**config.mk**
```make
export PLATFORM = sky130hd
export DESIGN_NAME = cpu_bus_bridge
export DESIGN_NICKNAME = d
export VERILOG_FILES = /design/src/rtl/cpu_bus_bridge_pkg.sv /design/src/rtl/cpu_bus_bridge_wbuf_fifo.sv /design/src/rtl/cpu_bus_bridge.sv
export SDC_FILE = /design/constraint.sdc
export NUM_CORES = 1
export LEC_CHECK = 0
export CAP_MARGIN = 25
export CORE_UTILIZATION = 60
export CTS_BUF_LIST = sky130_fd_sc_hd__clkbuf_4 sky130_fd_sc_hd__clkbuf_8
export DETAILED_ROUTE_END_ITERATION = 12
export MAX_ROUTING_LAYER = met4
export PLACE_DENSITY_LB_ADDON = 0.3
export RECOVER_POWER = 100
export SLEW_MARGIN = 20
export SYNTH_ARGS = -nofsm -noshare
export SYNTH_HDL_FRONTEND = slang
export SYNTH_SLANG_ARGS = --single-unit
```
**constraint.sdc**
```tcl
create_clock -name clk -period 6.5 [get_ports clk]
set_input_delay 0.65 -clock clk [delete_from_list [all_inputs] [get_ports clk]]
set_output_delay 0.65 -clock clk [all_outputs]
set_load 0.03 [all_outputs]
```
**src/rtl/cpu_bus_bridge_pkg.sv**
```systemverilog
// CPU bus bridge shared definitions.
// FSM encodings, write-buffer depth and buffer entry layout.
package cpu_bus_bridge_pkg;

   localparam int WBUF_DEPTH_C = 4;

   localparam logic [1:0] ST_IDLE    = 2'd0;
   localparam logic [1:0] ST_WR_BUSY = 2'd1;
   localparam logic [1:0] ST_RD_BUSY = 2'd2;

   typedef struct packed {
      logic [15:0] addr;
      logic [7:0]  data;
   } wbuf_entry_t;

endpackage

```
**src/rtl/cpu_bus_bridge_wbuf_fifo.sv**
```systemverilog
// Four-entry posted-write FIFO for the CPU bus bridge.
// Push and pop may occur together; pointers wrap modulo four.
module wbuf_fifo
   import cpu_bus_bridge_pkg::*;
(
   input  logic        clk,
   input  logic        rst_n,
   input  logic        push,
   input  logic        pop,
   input  logic [23:0] din,
   output logic [23:0] dout,
   output logic [2:0]  count
);

   logic [23:0] mem [WBUF_DEPTH_C];
   logic [1:0]  wr_ptr;
   logic [1:0]  rd_ptr;

   always_ff @(posedge clk or negedge rst_n) begin
      if (!rst_n) begin
         wr_ptr <= 2'd0;
         rd_ptr <= 2'd0;
         count  <= 3'd0;
         for (int i = 0; i < WBUF_DEPTH_C; i++)
            mem[i] <= 24'd0;
      end else begin
         if (push) begin
            mem[wr_ptr] <= din;
            wr_ptr      <= wr_ptr + 2'd1;
         end
         if (pop)
            rd_ptr <= rd_ptr + 2'd1;
         case ({push, pop})
            2'b10:   count <= count + 3'd1;
            2'b01:   count <= count - 3'd1;
            default: count <= count;
         endcase
      end
   end

   assign dout = mem[rd_ptr];

endmodule

```
**src/rtl/cpu_bus_bridge.sv**
```systemverilog
// CPU-to-memory bridge with posted writes and in-order stalled reads.
// Reads wait until every buffered write has retired.
module cpu_bus_bridge
   import cpu_bus_bridge_pkg::*;
#(
   parameter int WBUF_DEPTH = WBUF_DEPTH_C
)
(
   input  logic        clk,
   input  logic        reset,
   input  logic [15:0] cpu_address,
   input  logic        cpu_write,
   input  logic [7:0]  cpu_data_o,
   output logic        cpu_ready,
   output logic [7:0]  cpu_data_i,
   output logic        mem_req,
   output logic        mem_we,
   output logic [15:0] mem_addr,
   output logic [7:0]  mem_wdata,
   input  logic        mem_ack,
   input  logic [7:0]  mem_rdata,
   output logic [2:0]  wbuf_count,
   output logic        wbuf_overflow
);

   logic [1:0]  state;
   logic [1:0]  state_nx;
   logic [15:0] addr_q;
   logic [7:0]  wdata_q;
   logic [7:0]  last_rd;
   wbuf_entry_t head;
   logic        full;
   logic        push;
   logic        pop;
   logic        rd_ack;

   wbuf_fifo u_wbuf (
      .clk   (clk),
      .rst_n (reset),
      .push  (push),
      .pop   (pop),
      .din   ({cpu_address, cpu_data_o}),
      .dout  (head),
      .count (wbuf_count)
   );

   // Buffered writes take priority; a read only goes out on an empty buffer.
   always_comb begin
      mem_req   = 1'b0;
      mem_we    = 1'b0;
      mem_addr  = addr_q;
      mem_wdata = wdata_q;
      if (reset) begin
         unique case (1'b1)
            state == ST_WR_BUSY: begin
               mem_req = 1'b1;
               mem_we  = 1'b1;
            end
            state == ST_RD_BUSY: mem_req = 1'b1;
            default: begin
               if (wbuf_count != 3'd0) begin
                  mem_req   = 1'b1;
                  mem_we    = 1'b1;
                  mem_addr  = head.addr;
                  mem_wdata = head.data;
               end else if (!cpu_write) begin
                  mem_req  = 1'b1;
                  mem_addr = cpu_address;
               end
            end
         endcase
      end
   end

   assign pop    = mem_req && mem_we && mem_ack;
   assign rd_ack = mem_req && !mem_we && mem_ack;
   assign full   = wbuf_count == 3'(WBUF_DEPTH);
   assign push   = reset && cpu_write && (!full || pop);

   assign cpu_ready  = !reset || cpu_write || rd_ack;
   assign cpu_data_i = (rd_ack && !cpu_write) ? mem_rdata : last_rd;

   always_comb begin
      state_nx = state;
      if (state == ST_IDLE) begin
         if (mem_req && !mem_ack)
            state_nx = mem_we ? ST_WR_BUSY : ST_RD_BUSY;
      end else if (mem_ack) begin
         state_nx = ST_IDLE;
      end
   end

   always_ff @(posedge clk or negedge reset) begin
      if (!reset) begin
         state         <= ST_IDLE;
         addr_q        <= 16'h0000;
         wdata_q       <= 8'h00;
         last_rd       <= 8'h00;
         wbuf_overflow <= 1'b0;
      end else begin
         state <= state_nx;
         if (state == ST_IDLE) begin
            addr_q  <= mem_addr;
            wdata_q <= mem_wdata;
         end
         // A read finishing under a write cycle is discarded.
         if (rd_ack && !cpu_write)
            last_rd <= mem_rdata;
         if (cpu_write && full && !pop)
            wbuf_overflow <= 1'b1;
      end
   end

endmodule

```
==> results.py <==
metrics = {
    "run_status": {
        "outcome": "finished with violations",
        "violations": "max-capacitance violations, max-slew violations",
    },
    "global_route": {
        "antenna_found_initial": 0,
        "grt_usage": 0.275,
        "grt_start_max_net_pins": 86,
        "grt-ovfl-total": 0,
        "grt_pass1_vias": 4396,
        "grt_pass1_wl_um": 23100,
    },
    "die": {
        "die_h_um": 109,
        "die_area_um2": 11800,
        "coreArea_um2": 11000,
        "ioPinCount": 75,
        "chipWidth_um": 109,
        "start_util": 0.623,
        "rows": 38,
    },
    "clock_network": {
        "clock_latency_ns": 0.45,
        "cts_resized": 0,
        "cts_buffers": 17,
        "postCtsSetupBuffers": 0,
        "htreeDepth": 4,
        "root_buffer": "clkbuf_8",
        "cts.sinks": 138,
        "postCtsHoldBufs": 0,
        "cts_tree": "built",
        "clk_pin_slew_worst_paths_ns": 0.07,
        "clockBufferDepth": 2,
    },
    "route": {
        "vias": 4055,
        "finalWirelength_um": 13700,
        "antenna_left": 0,
        "drt_pre_antenna_iters": 5,
        "drc_errors": 0,
        "wl_per_cell_um": 20.0,
        "vias_per_cell": 5.92,
        "initialDrtViolationCount": 230,
    },
    "sta": {
        "rsz0062_at_grt": "no",
        "timing_hold_violations_final": 0,
        "worstMarginPinSlew_ns": 2.49,
        "maxSlewViolCount": 85,
        "period_share": 0.726,
        "setup_viol": 0,
        "fmax_mhz": 212,
        "fin_skew_ns": 0.00872,
        "setup_ws_ns": 1.78,
        "min_period_ns": 4.72,
        "tns_ns": 0,
        "maxSlewHeadroom": -0.664,
    },
    "place": {
        "place_inst": 652,
        "hpwl_um": 8630,
        "routabilityCongestion": 0.741,
        "dpl_worst_slack_ns": 2.77,
        "port_buffers": 74,
    },
    "worst_setup_path": {
        "crit_type": "reg2out",
        "path_max_fanout": 8,
        "critical_path_required_ns": 5.85,
        "slowest_stage": "nor3b_1",
        "critPathLaunchType": "register",
        "path_buf_inv": 2,
        "crit_path_end_kind": "primary output",
        "critPathMaxStageDelay_ns": 0.95,
        "worstPathCellList": "inv_1 -> ha_1 -> nor4_1 -> o21ai_0 -> nor3b_1 -> mux2_1 -> dlygate4sd3_1",
        "cp_top_family": "simple AND/OR/NAND/NOR gates",
        "crit_arrival_ns": 4.07,
    },
    "synthesis": {
        "yosysTopAreaCellShare": 0.504,
        "synth-edff-count": 0,
        "yosysWarnings": 0,
        "synth_area_leaders": "dfrtp_1, mux2_4, mux4_2",
        "synth-async-reset-ratio": 1.00,
        "synth_fp_nets": 501,
        "syn_area_um2": 6850,
        "ys_ff_latch": 138,
        "syn_area_per_cell_um2": 15.0,
        "yosys.area.top_type": "dfrtp_1",
        "dominantRegCellSynth": "dfrtp_1",
        "yosysUniqueCellTypes": 36,
        "yosysSeqAreaShare": 0.504,
        "syn_inst": 457,
    },
    "power_and_ir_drop": {
        "p_leak_nw": 3.46,
        "power_density_nw_per_um2": 549,
        "peakVddDrop_mv": 0.358,
    },
    "final_layout": {
        "antenna_cells": 0,
        "syn_to_final_growth_pct": 13.8,
        "drive_gt1_frac": 0.213,
        "n_fill_cell": 788,
        "nets": 576,
        "layout.cells.non_filler": 685,
    },
    "run": {
        "max_cap_viol_count": 5,
    },
    "worst_hold_path": {
        "hp-class": "in2async",
    },
}
==> cell usage after synthesis, types with 2 or more instances <==
cell      instances
mux2_4           80
a22oi_1          16
nand2_1          41
a221o_1          16
nor3b_4           5
mux4_2           24
nor2_1            4
buf_2             3
o21ai_0           2
ha_1              7
dfrtp_1         138
xnor2_1           4
nor3_1            2
xor2_1            2
mux2_2           30
clkbuf_1         16
and3_1           17
buf_6             8
mux2_1           11
nand3_1           2
inv_1            12
nand2b_1          2
nor2b_1           2
==> power by group <==
part | total, W | switching [W] | internal [W]
clock | 0.000716 | 0.000314 | 0.000402
combinational | 0.00202 | 0.000996 | 0.00102
sequential | 0.00154 | 0.000255 | 0.00129
==> sequential cells by signal, indices dropped and copies added (netlist names) <==
| register | flops |
|---|---|
| wdata_q | 8 |
| last_rd | 8 |
| u_wbuf.rd_ptr | 2 |
| state | 2 |
| addr_q | 16 |
| u_wbuf.mem | 96 |
| wbuf_overflow | 1 |
| u_wbuf.wr_ptr | 2 |
| u_wbuf.count | 3 |
==> final timing paths <==
check / startpoint / end / slack, ns / cells past startpoint
max: state[0]$_DFFE_PN0P_ / cpu_data_i[5] / 1.78 / 7
min in group clk: last_rd[0]$_DFF_PN0_ / last_rd[0]$_DFF_PN0_ / 0.48 / 1
min reg2reg: last_rd[0]$_DFF_PN0_ / last_rd[0]$_DFF_PN0_ / 0.48 / 1
max in group asynchronous: reset / u_wbuf.mem[67]$_DFFE_PN0P_ / 5.19 / 2
min: reset / u_wbuf.mem[41]$_DFFE_PN0P_ / 0.15 / 1
max reg2reg: state[0]$_DFFE_PN0P_ / u_wbuf.mem[46]$_DFFE_PN0P_ / 2.11 / 7
==> per-stage QoR <==
| stage | utilization | power, W | hold slack, ns | instance area [um^2] |
|---|---|---|---|---|
| detailed placement | 0.698 | 0.00383 | 0.476 | 7660 |
| floorplan | - | 0.00316 | 0.354 | 6850 |
| CTS | 0.735 | 0.00457 | 0.153 | 8080 |
| finish | 0.710 | 0.00428 | 0.152 | 7790 |
| global placement | 0.698 | 0.00374 | 0.465 | 7660 |
| global route | 0.710 | 0.00454 | 0.176 | 7790 |
==> area by class of cell <==
cell class	count	area (um^2)	share of cell area
Clock buffer	25	325	0.0417
Clock inverter	7	87.6	0.0112
Inverter	12	45.0	0.00578
Multi-Input combinational cell	280	2900	0.372
Sequential cell	138	3450	0.443
Tap cell	140	175	0.0225
Timing Repair Buffer	83	807	0.104
==> routing by layer <==
metal / vias to the layer above / routed length, um / global-route usage
li1: 1837 / - / -
met1: 2113 / 6090 / 0.355
met3: 8 / 676 / 0.0687
met4: 0 / 119 / 0.0917
met2: 97 / 6830 / 0.426
met5: - / 0 / -
==> cell families after synthesis <==
kind of cell    synth area share
fa+ha+maj                 0.0157
simple gates              0.0656
mux                        0.322
buf+inv                   0.0307
xor+xnor                 0.00767
compound gates            0.0543
flops                      0.504
==> cells in the final DEF, fill, tap and decap left out, drive strengths merged, types with 5 or more instances in the layout <==
master,Yosys,routed
dfrtp,138,138
mux2,121,121
nand2,41,41
dlygate4sd3,0,38
clkdlybuf4s50,0,35
clkbuf,16,30
mux4,24,24
and3,17,17
a22oi,16,16
a221o,16,16
inv,12,12
ha,7,7
nor3b,5,5
buf,11,5
Power figures use the tool's default switching activity.
